<file path="src/rtl/text_console_writer.sv">
// text_console_writer
// Turns a stream of character codes into byte-masked writes to an 80x30
// write-only text screenbuffer. Tracks the cursor, interprets CR, LF, BS
// and FF, and clears each newly entered line so the screen wraps around
// without reading VRAM back.
//
// Handshake semantics (both sides):
//   Upstream: a character transfers on a rising edge where in_valid and
//   in_ready are both high. in_ready is high only in IDLE and is low while
//   reset is asserted. The upstream holds in_data until it is taken.
//   Bus: wen rises the cycle after a write is decided. addr, wdata and
//   wmask stay constant while wen is high. A write completes on a rising
//   edge where wen and bus_ready are both high. wen is then low for at
//   least one cycle before the next write. There is no timeout.
module text_console_writer #(
    parameter logic [31:0] BASE_ADDR = 32'h8000,
    parameter int          COLS      = 80,
    parameter int          ROWS      = 30,
    parameter logic [7:0]  FILL_CHAR = 8'h20
) (
    input  logic        clk,
    input  logic        rst,
    input  logic [7:0]  in_data,
    input  logic        in_valid,
    output logic        in_ready,
    output logic [31:0] addr,
    output logic [31:0] wdata,
    output logic [3:0]  wmask,
    output logic        wen,
    input  logic        bus_ready,
    output logic [6:0]  cursor_col,
    output logic [4:0]  cursor_row,
    output logic        busy,
    output logic [1:0]  dbg_state
);

    // Word clears address the buffer in 4-byte steps, so a row must be a
    // whole number of words.
    if ((COLS % 4) != 0) begin : g_cols_check
        $error("text_console_writer: COLS must be a multiple of 4");
    end

    typedef enum logic [1:0] {
        IDLE     = 2'd0,
        WRITE    = 2'd1,
        CLR_LINE = 2'd2,
        CLR_ALL  = 2'd3
    } state_e;

    localparam logic [6:0]  LAST_COL          = 7'(COLS - 1);
    localparam logic [4:0]  LAST_ROW          = 5'(ROWS - 1);
    localparam logic [11:0] COLS_W            = 12'(COLS);
    localparam logic [9:0]  LINE_WORDS_LAST   = 10'(COLS / 4 - 1);
    localparam logic [9:0]  SCREEN_WORDS_LAST = 10'(ROWS * COLS / 4 - 1);
    localparam logic [31:0] FILL_WORD         = {4{FILL_CHAR}};

    state_e      state_q, state_d;
    logic [6:0]  col_q, col_d;
    logic [4:0]  row_q, row_d;
    logic [9:0]  word_q, word_d;
    logic [31:0] addr_q, addr_d;
    logic [31:0] wdata_q, wdata_d;
    logic [3:0]  wmask_q, wmask_d;
    logic        wen_q, wen_d;
    logic        in_ready_q, in_ready_d;

    logic        accept;
    logic        bus_done;
    logic        is_print;
    logic        is_cr;
    logic        is_lf;
    logic        is_bs;
    logic        is_ff;
    logic        at_last_col;
    logic        last_word;
    logic [4:0]  next_row;
    logic [11:0] line_base;
    logic [11:0] cursor_idx;
    logic [11:0] clr_idx;
    logic [31:0] print_addr;
    logic [31:0] clr_addr;

    // Decode the incoming character and precompute cursor/clear addresses.
    always_comb begin
        accept      = in_ready_q & in_valid;
        bus_done    = wen_q & bus_ready;
        is_print    = ((in_data >= 8'h20) && (in_data <= 8'h7E)) || in_data[7];
        is_cr       = (in_data == 8'h0D);
        is_lf       = (in_data == 8'h0A);
        is_bs       = (in_data == 8'h08);
        is_ff       = (in_data == 8'h0C);
        at_last_col = (col_q == LAST_COL);
        next_row    = (row_q == LAST_ROW) ? 5'd0 : row_q + 5'd1;
        line_base   = {7'd0, row_q} * COLS_W;
        cursor_idx  = line_base + {5'd0, col_q};
        if (state_q == CLR_ALL) begin
            clr_idx   = {word_q, 2'b00};
            last_word = (word_q == SCREEN_WORDS_LAST);
        end else begin
            clr_idx   = line_base + {word_q, 2'b00};
            last_word = (word_q == LINE_WORDS_LAST);
        end
        print_addr = BASE_ADDR + {20'd0, cursor_idx};
        clr_addr   = BASE_ADDR + {20'd0, clr_idx};
    end

    // State and datapath registers; reset drops wen immediately.
    always_ff @(posedge clk or negedge rst) begin
        if (!rst) begin
            state_q    <= IDLE;
            col_q      <= 7'd0;
            row_q      <= 5'd0;
            word_q     <= 10'd0;
            addr_q     <= 32'd0;
            wdata_q    <= 32'd0;
            wmask_q    <= 4'd0;
            wen_q      <= 1'b0;
            in_ready_q <= 1'b0;
        end else begin
            state_q    <= state_d;
            col_q      <= col_d;
            row_q      <= row_d;
            word_q     <= word_d;
            addr_q     <= addr_d;
            wdata_q    <= wdata_d;
            wmask_q    <= wmask_d;
            wen_q      <= wen_d;
            in_ready_q <= in_ready_d;
        end
    end

    // Next-state logic.
    always_comb begin
        state_d = state_q;
        unique case (state_q)
            IDLE: begin
                if (accept) begin
                    if (is_print) begin
                        state_d = WRITE;
                    end else if (is_lf) begin
                        state_d = CLR_LINE;
                    end else if (is_ff) begin
                        state_d = CLR_ALL;
                    end
                end
            end
            WRITE: begin
                if (bus_done) begin
                    state_d = at_last_col ? CLR_LINE : IDLE;
                end
            end
            CLR_LINE, CLR_ALL: begin
                if (bus_done && last_word) begin
                    state_d = IDLE;
                end
            end
            default: state_d = IDLE;
        endcase
    end

    // Cursor, word counter and bus request updates.
    always_comb begin
        col_d      = col_q;
        row_d      = row_q;
        word_d     = word_q;
        addr_d     = addr_q;
        wdata_d    = wdata_q;
        wmask_d    = wmask_q;
        wen_d      = wen_q;
        in_ready_d = (state_d == IDLE);
        unique case (state_q)
            IDLE: begin
                if (accept) begin
                    if (is_print) begin
                        addr_d  = print_addr;
                        wmask_d = 4'b0001 << print_addr[1:0];
                        wdata_d = {4{in_data}};
                        wen_d   = 1'b1;
                    end else if (is_cr) begin
                        col_d = 7'd0;
                    end else if (is_lf) begin
                        col_d  = 7'd0;
                        row_d  = next_row;
                        word_d = 10'd0;
                    end else if (is_bs) begin
                        if (col_q != 7'd0) begin
                            col_d = col_q - 7'd1;
                        end
                    end else if (is_ff) begin
                        col_d  = 7'd0;
                        row_d  = 5'd0;
                        word_d = 10'd0;
                    end
                end
            end
            WRITE: begin
                if (bus_done) begin
                    wen_d = 1'b0;
                    if (at_last_col) begin
                        col_d  = 7'd0;
                        row_d  = next_row;
                        word_d = 10'd0;
                    end else begin
                        col_d = col_q + 7'd1;
                    end
                end
            end
            CLR_LINE, CLR_ALL: begin
                if (bus_done) begin
                    wen_d  = 1'b0;
                    word_d = last_word ? 10'd0 : word_q + 10'd1;
                end else if (!wen_q) begin
                    // The idle cycle after each completion issues the next word.
                    addr_d  = clr_addr;
                    wdata_d = FILL_WORD;
                    wmask_d = 4'b1111;
                    wen_d   = 1'b1;
                end
            end
            default: begin
                wen_d = 1'b0;
            end
        endcase
    end

    assign in_ready   = in_ready_q;
    assign addr       = addr_q;
    assign wdata      = wdata_q;
    assign wmask      = wmask_q;
    assign wen        = wen_q;
    assign cursor_col = col_q;
    assign cursor_row = row_q;
    assign busy       = (state_q != IDLE);
    assign dbg_state  = state_q;

endmodule

</file>
<file path="config.mk">
export PLATFORM = sky130hd
export DESIGN_NAME = text_console_writer
export DESIGN_NICKNAME = d
export VERILOG_FILES = /design/src/rtl/text_console_writer.sv
export SDC_FILE = /design/constraint.sdc
export NUM_CORES = 1
export LEC_CHECK = 0
export ABC_CLOCK_PERIOD_IN_PS = 3050
export CORE_ASPECT_RATIO = 0.75
export CORE_MARGIN = 3
export CORE_UTILIZATION = 35
export DETAILED_ROUTE_END_ITERATION = 10
export PLACE_DENSITY = 0.73
export SETUP_SLACK_MARGIN = 0.02
export SYNTH_ARGS = -nofsm -noshare
export SYNTH_HDL_FRONTEND = slang
export SYNTH_SLANG_ARGS = --single-unit
</file>
<file path="constraint.sdc">
create_clock -name clk -period 3.05 [get_ports clk]
set_input_delay 0.915 -clock clk [delete_from_list [all_inputs] [get_ports clk]]
set_output_delay 0.915 -clock clk [all_outputs]
set_load 0.005 [all_outputs]
</file>
== Word level (Yosys, flattened, before mapping) ==
Index checks and enable logic that the tools add are counted.
Word-level totals
  bits in registers: 94
  word-level logic and storage cells: 123
  memory bits (read-only): 0
  memory bits (writable): 0
  memories: 0
  bits of input ports: 12
  latch bits: 0
Operators by class
  reductions and logical operators: 15
  $lt $le $gt $ge: 2
  eq/ne operators: 24
  multiplexer cells: 61
  bitwise logic cells: 2
  shifts and indexed selects: 1
  add/subtract/negate cells: 8
  multiply operators: 1
  divide/modulo/power cells: 0
Operators by type and width (count)
  two-way mux 32 bit: 8
  case mux 32 bit (2 select lines): 2
  two-way mux 10 bit: 10
  two-way mux 7 bit: 9
  two-way mux 5 bit: 9
  adder 16 x 12 -> 17 bit (first input constant): 2
  equality test 8 x 4 -> 1 bit (second input constant): 4
  case mux 10 bit (3 select lines): 1
  != test 2 bit (second input constant): 9
  two-way mux 4 bit: 4
  AND reduction 8 bit: 2
  two-way mux 2 bit: 7
  case mux 7 bit (2 select lines): 1
  adder 12 bit: 1
  adder 12 x 7 -> 12 bit: 1
  two-way mux 12 bit: 1
  adder 10 x 1 -> 10 bit (second input constant): 1
  equality test 10 bit (second input constant): 1
  equality test 10 x 5 -> 1 bit (second input constant): 1
  != test 5 bit (second input constant): 2
  case mux 5 bit (2 select lines): 1
  greater-or-equal comparator 8 x 6 -> 1 bit (second input constant): 1
  <= comparator 8 x 7 -> 1 bit (second input constant): 1
  multiplier 5 x 3 -> 8 bit (second input constant): 1
  other kinds (23): 34

== Logic depth before layout (Yosys ltp) ==
  depth after elaboration: 8
  depth in mapped cells: 12
  mapped depth without buffers: 12

== Least setup slack after synthesis ==
Ideal clock, no wire load.
  kind: reg-to-reg
  from: register row_q[1] (netlist: cursor_row[1])
  to: register addr_q[10] (netlist: addr[10])
  cell stages (with the launch flop): 11
  path buffers: 0
  arrival: 2964 ps
  setup time: 83 ps
  required time: 2967 ps
  path slack: 3 ps
  cells stage by stage: dfrtp_1 ha_1 ha_1 fa_1 ha_1 o21a_1 o31a_1 or4b_2 a21oi_1 o22ai_1 o21ai_0
On the way
  cells in the longest elaborated chain, start to end: 7
RTL lines
  start, declared: RTL line 59  | logic [4:0] row_q, row_d;
  start signal, assigned: RTL line 122  | row_q <= row_d;
  multiplier 5 x 3 -> 8 bit (*): RTL line 94  | line_base = {7'd0, row_q} * COLS_W;
  adder 12 bit: RTL line 100  | clr_idx = line_base + {word_q, 2'b00};
  two-way mux 12 bit: RTL line 96  | if (state_q == CLR_ALL) begin
  adder 16 x 12 -> 17 bit: RTL line 104  | clr_addr = BASE_ADDR + {20'd0, clr_idx};
  two-way mux 32 bit: RTL line 212  | end else if (!wen_q) begin
  two-way mux 32 bit: RTL line 209  | if (bus_done) begin
  case mux 32 bit (2 select lines) (*): RTL line 171  | unique case (state_q)
  end signal, assigned: RTL line 124  | addr_q <= addr_d;
  end, declared: RTL line 61  | logic [31:0] addr_q, addr_d;
Mark *: on every way between the ends. The rest lies on a longest branch, timed or not. The select of a mux whose other input is x is not followed.
A chain may end at the register's enable or synchronous reset.

== Final worst setup path ==
  from: register row_q[1] (netlist: cursor_row[1])
  to: register addr_q[11] (netlist: addr[11])
The elaborated chain is that of the path after synthesis.

==> impl_results.md <==
- Outcome: completed
- Clk buf depth: 2
- HP Class: flip-flop to flip-flop
- GRT Overall Usage: 17.43%
- Synth area leader: dfrtp_1
- Max incr delay on CP: 420 ps
- Fin crit period: 2959 ps
- Register area share after synthesis: 33.08%
- CTS Sinks: 51
- DP HPWL: 7962 um
- Synth Warn #: 0
- Die H: 96.92 um
- Simple-gate share of the synthesized area: 20.30%
- CP Launch Type: flip-flop
- Achievable Freq: 337.9 MHz
- Multi-input gate area: 0.002280 mm^2
- Fill count: 968
- Pwr/cell area: 679.5 mW/mm^2
- Yosys reg bits: 51
- HP Start: wmask[3]
- Area share of fa/ha/maj cells after synthesis: 9.342%
- First-pass GRT wire length: 17760 um
- Top-area cell type share of the netlist area: 33.08%
- Flop-to-flop setup slack: 90 ps
- Design Power: 0.003388 W
- Reg2reg start: cursor_row[1]
- RSZ-0062 raised after global routing: yes
- Average size of a mapped cell: 8.534 um^2
- Post-route ant nets: 0
- CTS tree: done
- Fin nets: 562
- Largest family of logic cells by synthesized area: compound AO/OA/AOI/OAI gates
- Cts bufs inserted: 5
- Peak supply drop: 0.2377 mV
- Buffers on Ports: 77
- Syn-to-layout area delta: 29.26%
- Routed WL: 10770 um
- Max-cap violations: 0
- Residual overflow from global routing: 0
- Routed WL per cell: 16.34 um
- Final slew viol count: 0
- First drt pass iteration count: 5
- CP Capture Type: flip-flop
- Crit path DAT: 3130 ps
- Commonest cells after routing, fill and taps aside: clkdlybuf4s50_1 (75), nand2_1 (51), dfrtp_1 (51), o21ai_0 (44), buf_4 (32)
- # setup viols final: 0
- Mux cell area share after synthesis: 1.297%
- Crit-path leading delay family: adder cells
- Htree depth: 2
- Clk_lat worst skew: 290 ps
- Vias in the first global route: 3520
- Psw: 0.001227 W
- Number of synthesized flops with an enable pin: 0
- Initial DRC Count: 311
- Compound-Gate Fraction of Synth Area: 21.02%
- Vias: 3597
- Final Hold Fails: 0
- Int Pwr: 0.002161 W
- DR DRC count: 0
- Hold buffers post-CTS: 0
- Register-to-Register Path Depth: 10
- Final Skew: 9.619 ps
- Switching Fraction: 36.22%
- Hold Crit Endpoint: wmask[3]
- Initial antenna violation count: 0
- Cells after Synth: 452
- Final period util: 97.03%
- Diode count: 0
- Share of layout cells above drive strength 1: 12.81%
- Largest net degree at the start of global routing: 47
- WP buf/inv: 0
- Fin util: 47.35%
- Synth Flop Type: dfrtp_1
- Register share of total power: 32.4%
- Synth async-reset ratio: 100.0%
- Most common cell after layout, fill and taps aside: clkdlybuf4s50_1
- Crit-path slowest cell: fa_2
- CTS clk-pin slew, worst paths: 70 ps
- Synth top area cells: dfrtp_1 (33%), buf_4 (8.4%), ha_1 (7.8%)
- Slew @ Worst Pin: 621.9 ps
- Rows: 32
- Post-Syn Area: 0.003857 mm^2
- Core area: 0.01053 mm^2
- Root buf cell: clkbuf_16
- Worst slew margin: 58.46%
- Yosys cell types: 65
- Final Wtd Congestion: 0.9432
- I/O pins: 97
- Power share of the clock group: 18.4%
- Leak Pwr: 2.181 nW
- Worst EP required: 3220 ps
- Die area: 0.01233 mm^2
- Kind of critical path: flip-flop to flip-flop
- Register area: 0.001276 mm^2
- Xor and xnor area share after synthesis: 2.725%
- Die width: 127.2 um
- Worst hold stages: 2
- CP cell instances: ha_1 > ha_2 > fa_2 > xor2_2 > ha_1 > or3_1 > o211ai_1 > xor2_1 > mux2i_1 > o211ai_1
- Max FO, Critical Path: 5
- DR vias/cell: 5.458
- Initial Util: 36.63%
- Combinational share of power: 49.2%
- Worst R2R End: addr[11]
==> cells in the mapped netlist, drive strengths merged (2+ instances only) <==
master and number:
dfrtp 51, nand2 51, o21ai 48, buf 47
nor2 26, ha 24, clkbuf 18, nand3 17
a21oi 16, inv 14, o31ai 13, nor2b 11
nand2b 10, and3 8, o22ai 7, xnor2 7
nand4 6, a21o 5, mux2i 5, nor3 5
xor2 5, a211oi 4, o211ai 4, fa 3
nor4 3, o41ai 3, or2 3, or3 3
a2111oi 2, a41oi 2, nor3b 2, o2111ai 2
o21a 2, o22a 2, o2bb2ai 2, or4 2
==> logic make-up after synthesis <==
family / after synthesis
xor+xnor: 12
mux: 5
fa+ha+maj: 27
flops: 51
compound gates: 123
other cells: 1
simple gates: 154
buf+inv: 79
==> per-stage QoR <==
stage / TNS [ps] / worst slack (ps) / hold slack (ps) / area [um^2] / std cells
floorplan: 0 / 46.27 / 462.8 / 3938 / 470
global placement: -4103 / -322.9 / 452.9 / 4726 / 650
detailed placement: -5405 / -398.3 / 461.0 / 4726 / 650
CTS: 0 / 26.70 / 480.0 / 4897 / 657
global route: 0 / 6.054 / 498.0 / 4986 / 659
finish: 0 / 90.53 / 479.0 / 4986 / 659
==> tightest hold or removal path: stages, from the launching register on <==
cell and delay, ps:
dfrtp_1 350, nand2_1 50, nand2_1 50
==> metal layers <==
metal	part of all wire (%)	wire [um]	global-route usage [%]
met1	46	4979	24.60
met2	46	4927	27.48
met3	7.1	762	4.360
met4	0.88	95	2.885
met5	0	0	0
==> state kept, by name, indices dropped and copies added (netlist names) <==
signal,cells
wen,1
addr,13
cursor_row,5
cursor_col,7
wdata,8
dbg_state,2
in_ready,1
word_q,10
wmask,4
==> timing repair <==
action	4_1_cts	5_1_grt
gates resized for setup	5	18
pin swaps	0	6
endpoints found under the setup margin	8	20
gates cloned	0	0
setup buffers	0	2
==> power by group through the flow <==
stage                     registers [W]  clock network [W]  logic (W)
after detailed placement        0.00110                  0    0.00164
after global routing            0.00113           0.000668    0.00184
after global placement          0.00109                  0    0.00162
after CTS                       0.00110           0.000634    0.00166
final                           0.00110           0.000623    0.00167
after floorplan                 0.00106                  0   0.000916
==> final cells by class <==
type                       instances  area share, %
sequential                        51          25.60
timing repair buffer             111          21.03
inverter                          14          1.054
clock buffer                       6          2.585
clock inverter                     1         0.6023
multi-input combinational        340          45.72
tap                              136          3.413
==> worst max path at each step <==
stage	start	end	slack, ps	depth (start not counted)
5_1_grt	cursor_row[3]	addr[9]	6	11
6_report	cursor_row[1]	addr[11]	90	10
2_1_floorplan	cursor_row[1]	addr[10]	50	10
3_3_place_gp	in_data[4]	cursor_col[3]	-320	6
3_5_place_dp	in_data[4]	cursor_col[3]	-400	6
4_1_cts	in_data[4]	cursor_col[3]	30	6
No activity file was read; power rests on OpenSTA's default activity.
